`config.mk`:
```
export PLATFORM = sky130hd
export DESIGN_NAME = submuland_3_stage_unsigned_9_bit
export DESIGN_NICKNAME = d
export VERILOG_FILES = /design/src/rtl/submuland_pkg.sv /design/src/rtl/submuland_stage.sv /design/src/rtl/submuland_3_stage_unsigned_9_bit.sv
export SDC_FILE = /design/constraint.sdc
export NUM_CORES = 1
export LEC_CHECK = 0
export CAP_MARGIN = 15
export CORE_MARGIN = 8
export CORE_UTILIZATION = 55
export CTS_BUF_LIST = sky130_fd_sc_hd__clkbuf_2 sky130_fd_sc_hd__clkbuf_4 sky130_fd_sc_hd__clkbuf_8
export DETAILED_ROUTE_END_ITERATION = 6
export GPL_TIMING_DRIVEN = 0
export PLACE_DENSITY = 0.91
export REMOVE_ABC_BUFFERS = 1
export SYNTH_ARGS = -nofsm -noshare
export SYNTH_HDL_FRONTEND = slang
export SYNTH_SLANG_ARGS = --single-unit
```
`constraint.sdc`:
```
create_clock -name clk -period 5.4 [get_ports clk]
set_input_delay 0.81 -clock clk [delete_from_list [all_inputs] [get_ports clk]]
set_output_delay 0.81 -clock clk [all_outputs]
set_load 0.02 [all_outputs]
```
`src/rtl/submuland_pkg.sv`:
```
// Shared definitions for the submuland pipeline.
//   WIDTH_DEFAULT : default operand/result width in bits.
//   STAGES        : number of pipeline slots between input and output.
//   word_t        : one operand or result word at the default width.
//   stage_t       : view of one pipeline slot {valid, data, b, c}.
package submuland_pkg;

  localparam int WIDTH_DEFAULT = 9;
  localparam int STAGES        = 3;

  typedef logic [WIDTH_DEFAULT-1:0] word_t;

  typedef struct packed {
    logic  valid;
    word_t data;
    word_t b;
    word_t c;
  } stage_t;

endpackage

```
`src/rtl/submuland_stage.sv`:
```
// One valid/data slot of the submuland pipeline.
// Ports:
//   clk, rst_n : clock, asynchronous active-low reset (clears valid and data)
//   load       : upstream hands a payload to this slot this cycle
//   adv        : this slot hands its payload downstream this cycle
//   din        : upstream payload, W bits
//   valid      : slot holds a live payload
//   data       : registered payload, held while the slot neither loads nor advances
module submuland_stage #(
  parameter int W = 9
) (
  input  logic         clk,
  input  logic         rst_n,
  input  logic         load,
  input  logic         adv,
  input  logic [W-1:0] din,
  output logic         valid,
  output logic [W-1:0] data
);

  // load wins over adv: advancing and refilling in the same cycle keeps the
  // slot occupied, which is what lets a full pipeline stream without bubbles.
  always_ff @(posedge clk or negedge rst_n) begin
    if (!rst_n) begin
      valid <= 1'b0;
      data  <= '0;
    end else if (load) begin
      valid <= 1'b1;
      data  <= din;
    end else if (adv) begin
      valid <= 1'b0;
    end
  end

endmodule

```
`src/rtl/submuland_3_stage_unsigned_9_bit.sv`:
```
// Streaming 3-stage unsigned pipeline: out = ((d - a) * b) & c, modulo 2^WIDTH.
// Configuration macro: SUBMULAND_SAT_SUB_EN selects a saturating subtract
// (d >= a ? d - a : 0) in stage 0; otherwise the subtract wraps.
// Ports:
//   clk, rst_n          : clock, asynchronous active-low reset
//   in_valid / in_ready : input handshake for tuple {a, b, c, d}
//   a, b, c, d          : subtrahend, multiplicand, AND mask, minuend
//   out_valid/out_ready : output handshake for out
//   out                 : result
// Handshake: a transfer happens on a rising edge where valid and ready are
// both high; valid holds its payload stable until accepted, and ready may
// depend combinationally on the downstream ready (in_ready follows out_ready).
module submuland_3_stage_unsigned_9_bit
  import submuland_pkg::*;
#(
  parameter int WIDTH = WIDTH_DEFAULT
) (
  input  logic             clk,
  input  logic             rst_n,
  input  logic             in_valid,
  output logic             in_ready,
  input  logic [WIDTH-1:0] a,
  input  logic [WIDTH-1:0] b,
  input  logic [WIDTH-1:0] c,
  input  logic [WIDTH-1:0] d,
  output logic             out_valid,
  input  logic             out_ready,
  output logic [WIDTH-1:0] out
);

  localparam int P0 = 3 * WIDTH;  // {diff, b, c}
  localparam int P1 = 2 * WIDTH;  // {prod, c}
  localparam int P2 = WIDTH;      // result

  logic          v0, v1, v2;
  logic          adv0, adv1, adv2, accept;
  logic [P0-1:0] p0_in, p0;
  logic [P1-1:0] p1_in, p1;
  logic [P2-1:0] p2_in, p2;
  logic [WIDTH-1:0] diff, s0_diff, s0_b, s0_c, prod, s1_prod, s1_c;

  // Each stage moves on when its successor is empty or itself moving, so an
  // empty slot anywhere is filled even while the output is stalled.
  assign adv2     = v2 & out_ready;
  assign adv1     = v1 & (~v2 | adv2);
  assign adv0     = v0 & (~v1 | adv1);
  assign in_ready = ~v0 | adv0;
  assign accept   = in_valid & in_ready;

  // Stage 0 arithmetic on the incoming tuple.
`ifdef SUBMULAND_SAT_SUB_EN
  assign diff = (d >= a) ? (d - a) : '0;
`else
  assign diff = d - a;
`endif
  assign p0_in = {diff, b, c};

  submuland_stage #(.W(P0)) u_stage0 (
    .clk   (clk),
    .rst_n (rst_n),
    .load  (accept),
    .adv   (adv0),
    .din   (p0_in),
    .valid (v0),
    .data  (p0)
  );

  assign s0_diff = p0[P0-1:2*WIDTH];
  assign s0_b    = p0[2*WIDTH-1:WIDTH];
  assign s0_c    = p0[WIDTH-1:0];

  // Only the low WIDTH bits of the 2*WIDTH product survive; evaluating the
  // multiply at WIDTH bits yields exactly those bits.
  assign prod  = WIDTH'(s0_diff * s0_b);
  assign p1_in = {prod, s0_c};

  submuland_stage #(.W(P1)) u_stage1 (
    .clk   (clk),
    .rst_n (rst_n),
    .load  (adv0),
    .adv   (adv1),
    .din   (p1_in),
    .valid (v1),
    .data  (p1)
  );

  assign s1_prod = p1[P1-1:WIDTH];
  assign s1_c    = p1[WIDTH-1:0];
  assign p2_in   = s1_prod & s1_c;

  submuland_stage #(.W(P2)) u_stage2 (
    .clk   (clk),
    .rst_n (rst_n),
    .load  (adv1),
    .adv   (adv2),
    .din   (p2_in),
    .valid (v2),
    .data  (p2)
  );

  assign out_valid = v2;
  assign out       = p2;

endmodule
```
After elaboration in Yosys (flattened, before gate mapping):

Index checks and enable logic that the tools add are counted.

* register bits: 57
* bits of input ports: 40
* output and inout bits: 11
* word-level logic and storage cells: 28

* add/sub/neg operators: 1
* multipliers: 1
* mux-type cells: 6
* bitwise logic cells: 11
* reduce and logical (&&, ||, !) cells: 3

Operators by type and width (number)
* bitwise AND 9 bit: 1
* multiplier 9 x 9 -> 9 bit: 1
* subtractor 9 bit: 1
* two-way mux 1 bit: 6
* nonzero test 2 bit: 3
* bitwise AND 1 bit: 4
* NOT 1 bit: 3
* OR 1 bit: 3

Logic depth before layout (Yosys ltp):

Gate-level depths: netlist of the first run.

* depth after elaboration: 8
* depth in mapped cells: 18
* mapped depth without buffers: 17

Hierarchy:

Synthesis of the first run repeated with hierarchy kept, for this count alone.

* cell total of the unflattened synthesis: 329
* area, all modules: 3834.9 sq um

Modules (own cells, without submodules)
* submuland_3_stage_unsigned_9_bit: times used 1, cells each 206, area each 1531.5 sq um, seq. area each 0.0 sq um
* submuland_stage (u_stage0): times used 1, cells each 60, area each 1138.6 sq um, seq. area each 700.7 sq um
* submuland_stage (u_stage1): times used 1, cells each 41, area each 755.7 sq um, seq. area each 475.5 sq um
* submuland_stage (u_stage2): times used 1, cells each 22, area each 409.1 sq um, seq. area each 250.2 sq um

Least setup slack after synthesis of the first run:

Ideal clock, no wire load.

* path kind: register to register
* from: register u_stage0.data[11]
* to: register u_stage1.data[17]
* setup time: 0.121 ns
* data arrival time: 3.442 ns
* required time: 5.279 ns
* slack: 1.837 ns
* cell stages (with the launch flop): 15
* buffers on the path: 1
* period minus slack after synthesis: 3.563 ns
* path through: dfrtp_1 clkbuf_2 nand2_1 fa_1 fa_1 inv_1 fa_1 inv_1 fa_1 inv_1 ha_1 a21oi_1 xnor2_1 xnor2_1 o21ai_1

* cells in the longest elaborated chain, start to end: 1

RTL lines
* start, declared: line submuland_stage.sv:18 `output logic [W-1:0] data`
* start signal, assigned: line submuland_stage.sv:29 `data <= din;`
* multiplier 9 x 9 -> 9 bit: line submuland_3_stage_unsigned_9_bit.sv:74 `assign prod = WIDTH'(s0_diff * s0_b);`
* end signal, assigned: line submuland_stage.sv:29
* end, declared: line submuland_stage.sv:18

Every way passes these cells.
A chain may end at the register's enable or synchronous reset.

Worst setup path after layout of the first run:

* from: register u_stage0.data[19]
* to: register u_stage1.data[17]

The elaborated chain is that of the path after synthesis.

==> results.py, run 1 <==
metrics = {
    "clock_network": {
        "clkSlewWorstSetupHoldPaths_ns": 0.07,
        "cts-resized-gates": 0,
        "post_cts_buffers": 0,
        "htreeDepth": 3,
        "ctsHoldBuffers": 0,
        "cts_root_buf": "clkbuf_8",
        "cts_tree": "yes",
        "cts_buffers": 9,
        "worst_skew_pair.late_latency_ns": 0.35,
        "cts_sinks": 57,
        "clk_path_buf_depth": 2,
    },
    "logic_synthesis": {
        "ys_seq_elements": 57,
        "yosysTopAreaCell": "dfrtp_1",
        "syn-instance-count": 351,
        "async_flop_share_pct": 100,
        "ys_seq_area_share_pct": 38.7,
        "synth_enable_flop_cells": 0,
        "synthFlopType": "dfrtp_1",
        "synthTopCellsByArea": "dfrtp_1, fa_1, mux2_2",
        "netlist_area_mm2": 0.00369,
        "syn_avg_cell_area_um2": 10.5,
        "yosys_warnings": 0,
        "synth_top_area_share_pct": 38.7,
        "netlist-cell-type-count": 40,
    },
    "placement": {
        "gp_congestion": 0.796,
        "numPortBuffers": 50,
        "dp_hpwl_um": 5350,
        "dp_slack_ns": 1.49,
    },
    "setup_path": {
        "cp_top_family": "adder cells",
        "crit_buf_inv": 2,
        "crit_slowest_cell": "fa_1",
        "crit_path_start": "u_stage0.data[19]$_DFFE_PN0P_",
        "cp_cell_sequence": "nand2_1, fa_1, fa_1, inv_1, fa_1, inv_1, fa_1, xnor2_1, xnor2_1, xnor2_1, xnor3_1, xnor2_1, o21ai_1",
        "cpPeakStageDelay_ns": 0.56,
        "critPathKind": "flop to flop",
        "cp.required_ns": 5.60,
        "start_kind": "flop",
        "arrival_ns": 4.06,
        "worstPathMaxFanout": 9,
        "cp-end-kind": "flop",
        "r2r-start": "u_stage0.data[19]$_DFFE_PN0P_",
    },
    "sta": {
        "fin_skew_ns": 0.00928,
        "period_needed_ns": 3.86,
        "slew_headroom_pct": 41.8,
        "rsz0062_at_grt": "false",
        "tightest_slew_ns": 0.871,
        "fin_crit_sh_pct": 71.4,
        "finalSetupTns_ns": 0,
        "hold_viol_final": 0,
        "finalSetupViolCount": 0,
        "drv_slew": 0,
        "max_freq_ghz": 0.259,
        "finalWorstSetupSlack_ns": 1.54,
    },
    "power_and_ir_drop": {
        "power.internal_w": 0.00123,
        "power_per_cell_area_mw_per_mm2": 437,
        "comb_power_share_pct": 46.6,
        "seqPwrFrac_pct": 32.3,
        "ir_drop_mv": 0.151,
        "power.share.clock_pct": 21.1,
        "swShare_pct": 36.8,
        "p_leak_nw": 2.08,
        "p_switching_w": 0.000714,
        "p_total_w": 0.00194,
    },
    "floorplan": {
        "start_util_pct": 55.5,
        "num_rows": 30,
        "ios": 51,
        "dieArea_mm2": 0.00958,
        "core_mm2": 0.00664,
        "die_y_um": 97.9,
        "die_w_um": 97.9,
    },
    "grt": {
        "grt_pass1_wl_um": 12000,
        "grt_usage_pct": 15.6,
        "antenna_found_initial": 0,
        "grt_pass1_vias": 2683,
        "overflow": 0,
        "grt_max_degree": 40,
    },
    "finish": {
        "layout_common_cells": "nand2_1, dfrtp_1, clkdlybuf4s50_1, inv_1, mux2_2",
        "diodes": 0,
        "area_growth_pct": 20.5,
        "mostFrequentLayoutCell": "nand2_1",
        "fillers": 486,
        "drive_above_1_share_pct": 15.0,
        "nNetsFinal": 485,
    },
    "detailed_routing": {
        "drc_errors": 0,
        "drt-pass1-iter-count": 5,
        "routed-via-count": 2502,
        "viasPerCell": 5.15,
        "routed_wl_um": 6860,
        "wire_per_inst_um": 14.1,
        "drtIter0Drc": 79,
        "ant_nets": 0,
    },
    "run_status": {
        "status": "complete, no violations",
    },
    "job": {
        "maxCapViolations": 0,
    },
    "worst_hold_path": {
        "hold_path_class": "input pin to asynchronous set/reset pin",
    },
}
-- power by group through the flow --
stage / sequential, W / clock [W] / combinational [W]
after detailed placement: 0.000634 / 0 / 0.000921
after global routing: 0.000642 / 0.000442 / 0.00104
final: 0.000627 / 0.000410 / 0.000903
after global placement: 0.000627 / 0 / 0.000869
after CTS: 0.000626 / 0.000420 / 0.000922
after floorplan: 0.000638 / 0 / 0.000659
-- area by class of cell --
cell class,count,area [um^2],area share (%)
tap,80,100,2.25
clock buffer,11,145,3.27
multi-input combinational,235,1990,44.8
sequential,57,1430,32.1
inverter,46,173,3.89
timing repair buffer,52,543,12.2
clock inverter,5,63.8,1.44
-- final timing paths --
check	to	slack (ns)	cells past startpoint
max in group asynchronous	u_stage0.data[25]$_DFFE_PN0P_	4.44	2
max	u_stage1.data[17]$_DFFE_PN0P_	1.54	13
max reg2reg	u_stage1.data[17]$_DFFE_PN0P_	1.54	13
min	u_stage0.data[8]$_DFFE_PN0P_	0.40	1
min reg2reg	u_stage1.data[16]$_DFFE_PN0P_	0.48	2
min in group clk	u_stage1.data[16]$_DFFE_PN0P_	0.48	2
-- synth_stat cells (all sizes together) (4+ instances only) --
master and number:
xnor2 13, xor2 7, nand2b 4, dfrtp 57, ha 25, nand2 73
o21a 5, and2 8, o21ai 20, a21oi 4, mux2 31, inv 46
buf 11, fa 19
-- through the flow --
step | hold WS [ns] | util (%) | instance area (um^2) | instances
3_5_place_dp | 0.473 | 63.7 | 4230 | 470
4_1_cts | 0.400 | 66.8 | 4440 | 486
5_1_grt | 0.425 | 66.8 | 4440 | 486
6_report | 0.402 | 66.8 | 4440 | 486
3_3_place_gp | 0.460 | 63.1 | 4190 | 468
2_1_floorplan | 0.450 | - | 3590 | 338
-- routing by layer --
layer | vias to the layer above | wire length [um] | global-route usage, % | share of wire [%]
li1 | 1226 | - | - | -
met1 | 1206 | 2840 | 17.0 | 41
met2 | 60 | 3540 | 26.8 | 52
met3 | 10 | 371 | 4.77 | 5.4
met4 | 0 | 106 | 8.27 | 1.5
met5 | - | 0 | 0 | 0
-- registers in the layout (all words and copies together), names as in the netlist --
register and flops:
u_stage2.valid 1, u_stage0.data 27, u_stage2.data 9, u_stage1.valid 1, u_stage0.valid 1, u_stage1.data 18
-- worst reg2reg max path: stages, from the launching register on --
cell	delay [ns]
dfrtp_1	0.52
nand2_1	0.13
fa_1	0.47
fa_1	0.56
inv_1	0.05
fa_1	0.47
inv_1	0.05
fa_1	0.42
xnor2_1	0.15
xnor2_1	0.22
xnor2_1	0.16
xnor3_1	0.25
xnor2_1	0.19
o21ai_1	0.08
-- cell families (layout without fill, tap and decap cells) --
logic type      after synthesis  after routing  share of synthesized area (%)
simple gates                100            100                           12.9
buf+inv                      59            114                           7.33
flops                        57             57                           38.7
fa+ha+maj                    44             44                           18.8
compound gates               39             39                           6.38
mux                          31             31                           9.47
xor+xnor                     21             21                           6.38
Power figures use the tool's default switching activity.
==> run 2: changes to the inputs <==
==> constraint.sdc (replaced) <==
create_clock -name clk -period 3.7 [get_ports clk]
set_input_delay 0.555 -clock clk [delete_from_list [all_inputs] [get_ports clk]]
set_output_delay 0.555 -clock clk [all_outputs]
set_load 0.02 [all_outputs]
==> run 2 against run 1 <==
The flow now finishes with violations (setup timing). Worst hold slack got worse by 0.26 ns. Via count up 10%. Maximum frequency rose by 3.7%. Combinational power is 93% higher. Sequential cell count is the same. First-iteration DRC count is 28% higher. Sequential share of layout area decreased by 2.0 points. Worst setup slack got worse by 1.6 ns. Critical path type unchanged.
==> results.py, run 2 (synthesis gave the netlist of run 1 again) <==
metrics = {
    "grt": {
        "overflow": 0,
        "grt_usage_pct": 17.4,
        "grt_pass1_wl_um": 13200,
        "antenna_found_initial": 0,
        "grt_util_met1_pct": 18.4,
        "grt_util_met2_pct": 29.8,
        "grt_use_met3_pct": 4.98,
        "grt_pass1_vias": 2888,
        "grt.busiest_layer": "met2",
        "grt_max_degree": 40,
    },
    "finish": {
        "drive_above_1_share_pct": 28.9,
        "area.sequential_mm2": 0.00144,
        "area_growth_pct": 29.6,
        "fillers": 445,
        "mostFrequentLayoutCell": "nand2_1",
        "stdcell_count": 513,
        "largest-register": "u_stage0.data",
        "diodes": 0,
        "layout_common_cells": "nand2_1, clkdlybuf4s50_1, dfrtp_1, inv_1, mux2_2",
        "final_util_pct": 71.9,
        "nNetsFinal": 512,
        "largest_reg_flops": 27,
        "top_regs": "u_stage0.data x27, u_stage1.data x18, u_stage2.data x9",
        "fin_area_mm2": 0.00478,
        "multi_input_area_mm2": 0.00210,
    },
    "setup_path": {
        "crit_buf_inv": 3,
        "cp_cell_sequence": "nand2_2, fa_1, inv_1, fa_1, ha_1, inv_1, fa_2, fa_2, inv_2, a21o_1, a21oi_2, xnor2_2, xnor2_2, o21ai_1",
        "start_kind": "flop",
        "cp-end-kind": "flop",
        "cp.required_ns": 3.91,
        "arrival_ns": 3.93,
        "worstPathMaxFanout": 6,
        "critPathKind": "flop to flop",
        "cp_top_family": "adder cells",
        "crit_slowest_cell": "fa_1",
        "cpPeakStageDelay_ns": 0.55,
    },
    "sta": {
        "hold_viol_final": 0,
        "tightest_slew_ns": 0.840,
        "rsz0062_at_grt": "true",
        "fin_skew_ns": 0.0103,
        "max_freq_ghz": 0.269,
        "finalSetupViolCount": 1,
        "finalWorstSetupSlack_ns": -0.0196,
        "drv_slew": 0,
        "period_needed_ns": 3.72,
        "fin_crit_sh_pct": 101,
        "slew_headroom_pct": 43.9,
    },
    "floorplan": {
        "num_rows": 30,
        "die_y_um": 97.9,
        "dieArea_mm2": 0.00958,
        "die_w_um": 97.9,
        "core_mm2": 0.00664,
        "ios": 51,
        "start_util_pct": 55.5,
    },
    "power_and_ir_drop": {
        "ir_drop_mv": 0.290,
        "seqPwrFrac_pct": 28.0,
        "p_leak_nw": 2.22,
        "comb_power_share_pct": 53.4,
        "swShare_pct": 37.9,
        "p_switching_w": 0.00123,
        "power.share.clock_pct": 18.7,
        "power.internal_w": 0.00202,
        "power_per_cell_area_mw_per_mm2": 681,
    },
    "detailed_routing": {
        "drc_errors": 0,
        "drtIter0Drc": 101,
        "drt-pass1-iter-count": 4,
        "routed_wl_um": 8570,
        "viasPerCell": 5.38,
        "routed-via-count": 2762,
        "wire_per_inst_um": 16.7,
        "ant_nets": 0,
    },
    "placement": {
        "dp_cells": 470,
        "numPortBuffers": 50,
        "dp_slack_ns": -0.210,
        "postPlaceCellArea_mm2": 0.00423,
        "gp_congestion": 0.796,
        "dp_hpwl_um": 5350,
    },
    "clock_network": {
        "worst_skew_pair.late_latency_ns": 0.35,
        "htreeDepth": 3,
        "clk_path_buf_depth": 2,
        "cts_sinks": 57,
        "clkSlewWorstSetupHoldPaths_ns": 0.07,
        "cts_buffers": 9,
        "cts_root_buf": "clkbuf_8",
        "cts_tree": "yes",
    },
    "run_status": {
        "status": "finished, violations left",
        "violations": "setup timing",
    },
    "worst_hold_path": {
        "hold_path_class": "input pin to asynchronous set/reset pin",
    },
    "job": {
        "maxCapViolations": 0,
    },
}
[run 2: worst reg2reg max path, stage by stage, from the launching register on]
cell	delay, ns
dfrtp_2	0.46
nand2_2	0.10
fa_1	0.55
inv_1	0.06
fa_1	0.47
ha_1	0.31
inv_1	0.07
fa_2	0.46
fa_2	0.41
inv_2	0.05
a21o_1	0.13
a21oi_2	0.07
xnor2_2	0.21
xnor2_2	0.15
o21ai_1	0.07
[run 2: cell type report]
cell class / count / share of cell area [%]
Multi-Input combinational cell: 235 / 44.0
Timing Repair Buffer: 79 / 15.8
Clock inverter: 5 / 1.34
Inverter: 46 / 3.61
Clock buffer: 11 / 3.04
Tap cell: 80 / 2.09
Sequential cell: 57 / 30.1
[run 2: worst paths after layout]
check                      cells past startpoint  slack, ns                     startpoint                             to
max                                           14      -0.02  u_stage0.data[11]$_DFFE_PN0P_  u_stage1.data[17]$_DFFE_PN0P_
min in group clk                               2       0.48  u_stage1.data[16]$_DFFE_PN0P_  u_stage1.data[16]$_DFFE_PN0P_
min reg2reg                                    2       0.48  u_stage1.data[16]$_DFFE_PN0P_  u_stage1.data[16]$_DFFE_PN0P_
min                                            1       0.15                          rst_n   u_stage0.data[8]$_DFFE_PN0P_
max reg2reg                                   14      -0.02  u_stage0.data[11]$_DFFE_PN0P_  u_stage1.data[17]$_DFFE_PN0P_
max in group asynchronous                      2       2.97                          rst_n  u_stage0.data[13]$_DFFE_PN0P_
[run 2: power groups by stage]
stage | logic (W) | registers [W] | clock network (W)
finish | 0.00174 | 0.000911 | 0.000608
global route | 0.00194 | 0.000927 | 0.000650
CTS | 0.00150 | 0.000903 | 0.000613
detailed placement | 0.00134 | 0.000926 | 0
global placement | 0.00127 | 0.000914 | 0
floorplan | 0.000962 | 0.000931 | 0
[run 2: layer usage]
metal | up-vias | routed length, um
li1 | 1281 | -
met3 | 41 | 496
met2 | 101 | 4390
met5 | - | 0
met4 | 0 | 332
met1 | 1339 | 3350
[run 2: timing repair]
| action | 4_1_cts | 5_1_grt |
|---|---|---|
| endpoints found under the setup margin | 1 | 1 |
| setup buffers | 19 | 8 |
| gates resized for setup | 18 | 22 |
| hold buffers | 0 | 0 |
| pin swaps | 9 | 21 |
[run 2: stage by stage]
step | hold WS [ns] | total power [W] | TNS (ns)
2_1_floorplan | 0.259 | 0.00189 | 0
3_3_place_gp | 0.460 | 0.00218 | -0.0800
3_5_place_dp | 0.473 | 0.00227 | -0.210
4_1_cts | 0.145 | 0.00302 | 0
5_1_grt | 0.178 | 0.00352 | -0.238
6_report | 0.146 | 0.00326 | -0.0196
